===== src/rtl/fsm_out_tracker_pkg.sv =====
// fsm_out_tracker_pkg: shared types and helpers for the FSM state-change tracker.
//   DROP_W      - width of the saturating dropped-event counter
//   ch_w()      - channel-index width, never less than one bit
//   fsm_evt_t   - event record layout {chan, prev, curr, ts} for the default
//                 4-channel / 4-bit state / 16-bit timestamp configuration
package fsm_out_tracker_pkg;

  localparam int unsigned DROP_W = 16;

  function automatic int unsigned ch_w(input int unsigned n);
    return (n > 1) ? $clog2(n) : 1;
  endfunction

  localparam int unsigned DEF_NUM_CH  = 4;
  localparam int unsigned DEF_STATE_W = 4;
  localparam int unsigned DEF_TS_W    = 16;

  typedef struct packed {
    logic [ch_w(DEF_NUM_CH)-1:0] chan;
    logic [DEF_STATE_W-1:0]      prev;
    logic [DEF_STATE_W-1:0]      curr;
    logic [DEF_TS_W-1:0]         ts;
  } fsm_evt_t;

endpackage


===== src/rtl/fsm_out_tracker_if.sv =====
// fsm_out_tracker_if: valid/ready event port of the tracker.
//   master - tracker side: drives evt_valid and head fields, samples evt_ready
//   slave  - consumer side: samples head fields, drives evt_ready
interface fsm_out_tracker_if
  import fsm_out_tracker_pkg::*;
#(
  parameter int unsigned NUM_CH  = 4,
  parameter int unsigned STATE_W = 4,
  parameter int unsigned DEPTH   = 8,
  parameter int unsigned TS_W    = 16
);
  localparam int unsigned CH_W  = ch_w(NUM_CH);
  localparam int unsigned CNT_W = $clog2(DEPTH + 1);

  logic               evt_valid;
  logic               evt_ready;
  logic [CH_W-1:0]    evt_chan;
  logic [STATE_W-1:0] evt_prev;
  logic [STATE_W-1:0] evt_curr;
  logic [TS_W-1:0]    evt_ts;
  logic [CNT_W-1:0]   evt_count;

  modport master (
    output evt_valid, evt_chan, evt_prev, evt_curr, evt_ts, evt_count,
    input  evt_ready
  );

  modport slave (
    input  evt_valid, evt_chan, evt_prev, evt_curr, evt_ts, evt_count,
    output evt_ready
  );
endinterface


===== src/rtl/fsm_out_evt_fifo.sv =====
// fsm_out_evt_fifo: synchronous show-ahead FIFO.
//   clk, rst      - clock, asynchronous active-high reset
//   push, wdata   - write request (ignored when full)
//   pop, rdata    - read request (ignored when empty); rdata is the current head
//   full, empty   - occupancy flags
//   count         - occupancy, 0..DEPTH
module fsm_out_evt_fifo
  import fsm_out_tracker_pkg::*;
#(
  parameter int unsigned WIDTH = 8,
  parameter int unsigned DEPTH = 8
) (
  input  logic                       clk,
  input  logic                       rst,
  input  logic                       push,
  input  logic [WIDTH-1:0]           wdata,
  input  logic                       pop,
  output logic [WIDTH-1:0]           rdata,
  output logic                       full,
  output logic                       empty,
  output logic [$clog2(DEPTH+1)-1:0] count
);
  localparam int unsigned AW    = $clog2(DEPTH);
  localparam int unsigned CNT_W = $clog2(DEPTH + 1);

  logic [WIDTH-1:0] mem_q [DEPTH];
  logic [AW-1:0]    wr_ptr_q, wr_ptr_d;
  logic [AW-1:0]    rd_ptr_q, rd_ptr_d;
  logic [CNT_W-1:0] count_q, count_d;
  logic             do_push, do_pop;

  assign full    = (count_q == CNT_W'(DEPTH));
  assign empty   = (count_q == '0);
  assign count   = count_q;
  assign rdata   = mem_q[rd_ptr_q];
  assign do_push = push && !full;
  assign do_pop  = pop && !empty;

  always_comb begin
    wr_ptr_d = wr_ptr_q;
    rd_ptr_d = rd_ptr_q;
    count_d  = count_q;
    if (do_push) wr_ptr_d = wr_ptr_q + AW'(1);
    if (do_pop)  rd_ptr_d = rd_ptr_q + AW'(1);
    case ({do_push, do_pop})
      2'b10:   count_d = count_q + CNT_W'(1);
      2'b01:   count_d = count_q - CNT_W'(1);
      default: count_d = count_q;
    endcase
  end

  always_ff @(posedge clk or posedge rst) begin
    if (rst) begin
      wr_ptr_q <= '0;
      rd_ptr_q <= '0;
      count_q  <= '0;
    end else begin
      wr_ptr_q <= wr_ptr_d;
      rd_ptr_q <= rd_ptr_d;
      count_q  <= count_d;
    end
  end

  always_ff @(posedge clk) begin
    if (do_push) mem_q[wr_ptr_q] <= wdata;
  end
endmodule


===== src/rtl/fsm_out_tracker.sv =====
// fsm_out_tracker: multi-channel FSM state-change tracker.
//   clk, rst     - clock, asynchronous active-high reset
//   en           - capture enable (also gates the timestamp)
//   ch_mask      - per-channel event enable
//   state_in     - NUM_CH packed state buses, channel c at [c*STATE_W +: STATE_W]
//   clr_overflow - clears overflow and drop_cnt (a same-cycle drop still counts)
//   evt          - valid/ready event port {chan, prev, curr, ts} plus occupancy
//   overflow     - sticky flag, set when a record is dropped
//   drop_cnt     - saturating count of dropped records
module fsm_out_tracker
  import fsm_out_tracker_pkg::*;
#(
  parameter int unsigned NUM_CH  = 4,
  parameter int unsigned STATE_W = 4,
  parameter int unsigned DEPTH   = 8,
  parameter int unsigned TS_W    = 16
) (
  input  logic                        clk,
  input  logic                        rst,
  input  logic                        en,
  input  logic [NUM_CH-1:0]           ch_mask,
  input  logic [NUM_CH*STATE_W-1:0]   state_in,
  input  logic                        clr_overflow,
  fsm_out_tracker_if.master           evt,
  output logic                        overflow,
  output logic [DROP_W-1:0]           drop_cnt
);
  localparam int unsigned CH_W  = ch_w(NUM_CH);
  localparam int unsigned CNT_W = $clog2(DEPTH + 1);

  typedef struct packed {
    logic [CH_W-1:0]    chan;
    logic [STATE_W-1:0] prev;
    logic [STATE_W-1:0] curr;
    logic [TS_W-1:0]    ts;
  } evt_t;

  logic [TS_W-1:0]    ts_q, ts_d;
  logic               armed_q, armed_d;
  logic [STATE_W-1:0] prev_q [NUM_CH];
  logic [STATE_W-1:0] prev_d [NUM_CH];
  logic [NUM_CH-1:0]  pend_vld_q, pend_vld_d;
  evt_t               pend_q [NUM_CH];
  evt_t               pend_d [NUM_CH];
  logic [CH_W-1:0]    rr_q, rr_d;
  logic               overflow_q, overflow_d;
  logic [DROP_W-1:0]  drop_q, drop_d;

  logic               gnt_vld;
  logic [CH_W-1:0]    gnt_idx;
  logic [CH_W-1:0]    rr_idx;
  logic [STATE_W-1:0] cur;
  int unsigned        n_drop;
  logic [DROP_W:0]    drop_sum;

  evt_t               fifo_head;
  logic               fifo_full, fifo_empty, fifo_pop;
  logic [CNT_W-1:0]   fifo_count;

  // Round-robin grant; blocked on pre-pop fullness so it never depends on evt_ready.
  always_comb begin
    gnt_vld = 1'b0;
    gnt_idx = '0;
    rr_idx  = '0;
    if (!fifo_full) begin
      for (int unsigned i = 0; i < NUM_CH; i++) begin
        rr_idx = CH_W'((32'(rr_q) + i) % NUM_CH);
        if (!gnt_vld && pend_vld_q[rr_idx]) begin
          gnt_vld = 1'b1;
          gnt_idx = rr_idx;
        end
      end
    end
  end

  always_comb begin
    ts_d       = en ? ts_q + TS_W'(1) : ts_q;
    armed_d    = en;
    pend_vld_d = pend_vld_q;
    n_drop     = 0;
    cur        = '0;
    for (int unsigned c = 0; c < NUM_CH; c++) begin
      cur       = state_in[c*STATE_W +: STATE_W];
      prev_d[c] = cur;
      pend_d[c] = pend_q[c];
      // Clearing the granted slot first lets a same-cycle record refill it without a drop.
      if (gnt_vld && gnt_idx == CH_W'(c)) pend_vld_d[c] = 1'b0;
      if (armed_q && en && ch_mask[c] && cur != prev_q[c]) begin
        if (pend_vld_d[c]) begin
          n_drop = n_drop + 1;
        end else begin
          pend_vld_d[c] = 1'b1;
          pend_d[c]     = '{chan: CH_W'(c), prev: prev_q[c], curr: cur, ts: ts_q};
        end
      end
    end

    rr_d = rr_q;
    if (gnt_vld) rr_d = (32'(gnt_idx) == NUM_CH - 1) ? '0 : gnt_idx + CH_W'(1);

    // Clear applies before this cycle's drops are added, so a simultaneous drop survives.
    drop_sum   = {1'b0, (clr_overflow ? '0 : drop_q)} + (DROP_W+1)'(n_drop);
    drop_d     = drop_sum[DROP_W] ? '1 : drop_sum[DROP_W-1:0];
    overflow_d = (clr_overflow ? 1'b0 : overflow_q) | (n_drop != 0);
  end

  always_ff @(posedge clk or posedge rst) begin
    if (rst) begin
      ts_q       <= '0;
      armed_q    <= 1'b0;
      pend_vld_q <= '0;
      rr_q       <= '0;
      overflow_q <= 1'b0;
      drop_q     <= '0;
      for (int unsigned c = 0; c < NUM_CH; c++) begin
        prev_q[c] <= '0;
        pend_q[c] <= '0;
      end
    end else begin
      ts_q       <= ts_d;
      armed_q    <= armed_d;
      pend_vld_q <= pend_vld_d;
      rr_q       <= rr_d;
      overflow_q <= overflow_d;
      drop_q     <= drop_d;
      prev_q     <= prev_d;
      pend_q     <= pend_d;
    end
  end

  assign fifo_pop = !fifo_empty && evt.evt_ready;

  fsm_out_evt_fifo #(
    .WIDTH ($bits(evt_t)),
    .DEPTH (DEPTH)
  ) u_fifo (
    .clk   (clk),
    .rst   (rst),
    .push  (gnt_vld),
    .wdata (pend_q[gnt_idx]),
    .pop   (fifo_pop),
    .rdata (fifo_head),
    .full  (fifo_full),
    .empty (fifo_empty),
    .count (fifo_count)
  );

  // Head fields are forced to zero while empty so every output reads 0 out of reset.
  assign evt.evt_valid = !fifo_empty;
  assign evt.evt_chan  = fifo_empty ? '0 : fifo_head.chan;
  assign evt.evt_prev  = fifo_empty ? '0 : fifo_head.prev;
  assign evt.evt_curr  = fifo_empty ? '0 : fifo_head.curr;
  assign evt.evt_ts    = fifo_empty ? '0 : fifo_head.ts;
  assign evt.evt_count = fifo_count;
  assign overflow      = overflow_q;
  assign drop_cnt      = drop_q;
endmodule

===== src/flat_wrapper.sv =====
// flat-port wrapper written by rule: the top's interface ports become plain ports
module fsm_out_tracker_flat import fsm_out_tracker_pkg::*;
#(
  parameter int unsigned NUM_CH  = 4,
  parameter int unsigned STATE_W = 4,
  parameter int unsigned DEPTH   = 8,
  parameter int unsigned TS_W    = 16
)
  (clk, rst, en, ch_mask, state_in, clr_overflow, overflow, drop_cnt, evt_evt_valid, evt_evt_chan, evt_evt_prev, evt_evt_curr, evt_evt_ts, evt_evt_count, evt_evt_ready);
  fsm_out_tracker_if #(.NUM_CH(NUM_CH), .STATE_W(STATE_W), .DEPTH(DEPTH), .TS_W(TS_W)) evt_i ();
  input  logic clk;
  input  logic rst;
  input  logic en;
  input  logic [NUM_CH-1:0] ch_mask;
  input  logic [NUM_CH*STATE_W-1:0] state_in;
  input  logic clr_overflow;
  output logic overflow;
  output logic [DROP_W-1:0] drop_cnt;
  output wire logic [$bits(evt_i.evt_valid)-1:0] evt_evt_valid;
  output wire logic [$bits(evt_i.evt_chan)-1:0] evt_evt_chan;
  output wire logic [$bits(evt_i.evt_prev)-1:0] evt_evt_prev;
  output wire logic [$bits(evt_i.evt_curr)-1:0] evt_evt_curr;
  output wire logic [$bits(evt_i.evt_ts)-1:0] evt_evt_ts;
  output wire logic [$bits(evt_i.evt_count)-1:0] evt_evt_count;
  input wire logic [$bits(evt_i.evt_ready)-1:0] evt_evt_ready;
  assign evt_evt_valid = evt_i.evt_valid;
  assign evt_evt_chan = evt_i.evt_chan;
  assign evt_evt_prev = evt_i.evt_prev;
  assign evt_evt_curr = evt_i.evt_curr;
  assign evt_evt_ts = evt_i.evt_ts;
  assign evt_evt_count = evt_i.evt_count;
  assign evt_i.evt_ready = evt_evt_ready;
  fsm_out_tracker #(.NUM_CH(NUM_CH), .STATE_W(STATE_W), .DEPTH(DEPTH), .TS_W(TS_W)) u_core (.clk(clk), .rst(rst), .en(en), .ch_mask(ch_mask), .state_in(state_in), .clr_overflow(clr_overflow), .evt(evt_i), .overflow(overflow), .drop_cnt(drop_cnt));
endmodule

===== config.mk =====
export PLATFORM = sky130hd
export DESIGN_NAME = fsm_out_tracker_flat
export DESIGN_NICKNAME = d
export VERILOG_FILES = /design/src/rtl/fsm_out_tracker_pkg.sv /design/src/rtl/fsm_out_tracker_if.sv /design/src/rtl/fsm_out_evt_fifo.sv /design/src/rtl/fsm_out_tracker.sv /design/src/flat_wrapper.sv
export SDC_FILE = /design/constraint.sdc
export NUM_CORES = 1
export LEC_CHECK = 0
export ABC_AREA = 1
export ABC_CLOCK_PERIOD_IN_PS = 4750
export BUFFER_PORTS_ARGS = -buffer_cell sky130_fd_sc_hd__buf_2
export CAP_MARGIN = 25
export CORE_MARGIN = 2
export CORE_UTILIZATION = 45
export DETAILED_ROUTE_END_ITERATION = 10
export PLACE_DENSITY = 0.66
export SKIP_CTS_REPAIR_TIMING = 1
export SYNTH_ARGS = -nofsm -noshare
export SYNTH_HDL_FRONTEND = slang
export SYNTH_SLANG_ARGS = --single-unit

===== constraint.sdc =====
create_clock -name clk -period 4.75 [get_ports clk]
set_input_delay 0.475 -clock clk [delete_from_list [all_inputs] [get_ports clk]]
set_output_delay 0.475 -clock clk [all_outputs]
set_load 0.02 [all_outputs]

==> run metrics <==
final net count roughly 1700; status finished, violations left; Slowest cell on crit path dfrtp_2; ys async rst share between 40 and 50%; die area approximately 37000 um^2; Placement Cell Area ~17000 um^2; worst hold path class input port to register; Cell Area, Synth around 16000 um^2; synth unique cells 48; layer with the highest usage met2; DRT iter0 DRCs between 900 and 1000; I/O Buffers 72; crit share post-route 102.8%; Worst slew margin between 40% and 50%; largest cells by area after synthesis edfxtp_1 (39%), dfrtp_1 (26%), o21ai_0 (6.7%); Total GRT Usage about a fifth; clock sinks around 370; IO Count 73; Die Y 193.2 um; Post-DP HPWL about 21 mm; clock root cell clkbuf_16; final worst slack -132.1 ps; number of detailed-route iterations in the first pass 5; DRT antenna net count 0; CTS clk-pin slew, worst paths 60 ps; sequential fraction of the synthesis area 64.41%; number of H-tree levels 2; Ant. Diodes 0; final setup TNS -1183 ps; Final Max Tran Viols 0; share of post-route cells with drive strength above 1 between 10% and 20%; number of global-route vias before repair 10690; WP data required a little over 5000 ps; CP peak stage delay 420 ps; crit path kind register to register; WL/cell 17.13 um; Worst setup SP type register; endpoints failing setup 16; Cell Count, Final, Fillers Out approximately 2100; CP Capture Type register; post-DR vias/cell ~5.3; initial core utilization around 46%; syn nets 1561; max cap viols 0; CTS tree done; Slew @ Worst Pin just under 900 ps; M1 GR Usage roughly 28%; Post-synth top cells nor2_1 (249), o21ai_0 (215), edfxtp_1 (208); initial antenna violation count 0; synth warn 0; Area Overhead vs Synth 16.82%; first-pass GRT wire length between 50 and 60 mm; site row count roughly 70; met3 Resource Use GR ~2.5%; final hold violations 0; synthesized netlist cell count approximately 1500; syn_area_per_cell around 11 um^2; met2 GRT Util 32.09%; via count 11160; CTS max path bufs 3; RePlAce Congestion 0.7929; Clock Latency Late Sink about 550 ps; area leader, netlist edfxtp_1; most frequent cell after synthesis nor2_1; crit-path max FO 7; clock skew approximately 32 ps; core box area roughly 35000 um^2; fin crit period just under 5000 ps; EDFF count, synth roughly 210; Main synth FF type edfxtp_1; total grt overflow 0; pin count of the biggest net entering global routing 166; post-route cell area 18820 um^2; cts bufs inserted 39; drt drc 0; Fmax achieved about 200 MHz; final wirelength ~36 mm; Die X 193.2 um; Yosys reg bits 373; Worst EP arrival between 5000 and 6000 ps; RSZ-0062 raised after global routing true; Placed Cells 2037; failing checks setup timing; post-synth top area share between 30% and 40%
placed cells by master (no fill, tap or decap), types with 25 or more instances in the layout:
cell type	synthesis	layout
a31oi_1	26	26
buf_2	13	72
o22ai_1	26	26
nand2_1	178	158
inv_1	100	93
dfrtp_1	165	163
a21oi_1	42	41
xor2_1	25	25
nand3_1	36	26
buf_4	9	68
edfxtp_1	208	208
nor2_1	249	240
clkbuf_16	0	39
o21ai_0	215	213
o21ai_1	41	43
layer usage:
layer / up-vias / wire length (um)
li1: 5414 / -
met1: 5408 / 16400
met2: 285 / 17490
met3: 53 / 1752
met4: 0 / 649
met5: - / 0
cells by family (layout without fill, tap and decap cells):
| group | Yosys count | in the layout | synth area share [%] |
|---|---|---|---|
| adders and majority gates | 19 | 19 | 1.569 |
| and+or+nand+nor | 517 | 517 | 13.52 |
| DFF | 373 | 373 | 64.41 |
| muxes | 8 | 8 | 0.5593 |
| buffers and inverters | 186 | 327 | 5.243 |
| xor gates and xnor gates | 39 | 39 | 2.167 |
| AOI/OAI and AO/OA | 375 | 375 | 12.53 |
worst paths after layout:
path	endpoint	slack, ps	depth (start not counted)	startpoint
min in group asynchronous	u_core.pend_q[101]	190	3	rst
hold reg to reg	u_core.pend_q[24]	460	2	u_core.pend_q[24]
setup reg to reg	u_core.drop_cnt[11]	-130	40	u_core.rr_q[0]
max in group asynchronous	u_core.u_fifo.rd_ptr_q[0]	3900	3	rst
hold / removal	u_core.prev_q[13]	90	1	state_in[1]
setup / recovery	u_core.drop_cnt[11]	-130	40	u_core.rr_q[0]
flip-flops by register name, indices dropped and copies added (netlist names), 2 cells and up:
signal and count:
u_core.ts_q 16, u_core.pend_q 99, u_core.u_fifo.wr_ptr_q 3, u_core.u_fifo.count 4
u_core.u_fifo.mem_q 208, u_core.rr_q 2, u_core.drop_cnt 16, u_core.pend_vld_q 4
u_core.prev_q 16, u_core.u_fifo.rd_ptr_q 3
cell type report:
type	count	area [um^2]
clock buffer	55	1086
sequential	373	10380
clock inverter	14	155.1
tap	461	576.8
timing repair buffer	150	1033
fill	3049	16580
inverter	108	426.7
multi-input combinational	958	5162
through the flow:
stage | hold slack, ps | utilization [%] | setup WS (ps)
global placement | 446.5 | 48.65 | -180.7
CTS | 76.40 | 52.23 | -334.2
detailed placement | 451.2 | 48.72 | -307.0
finish | 85.96 | 53.16 | -132.1
global route | 89.79 | 53.16 | -506.2
floorplan | 433.7 | - | -153.7
worst max-delay path: cells and delay by family (launching register included):
family,cells,cell delay (ps)
AND/OR/NAND/NOR,24,2280
adder cells (fa/ha/maj),5,1040
buffers and inverters,9,740
flip-flops,1,420
AO/OA/AOI/OAI,1,150
XOR/XNOR,1,120
Power is left out: the tool's default activity adds up to more than one toggle a clock period on the data nets, which glitch-free logic cannot reach.
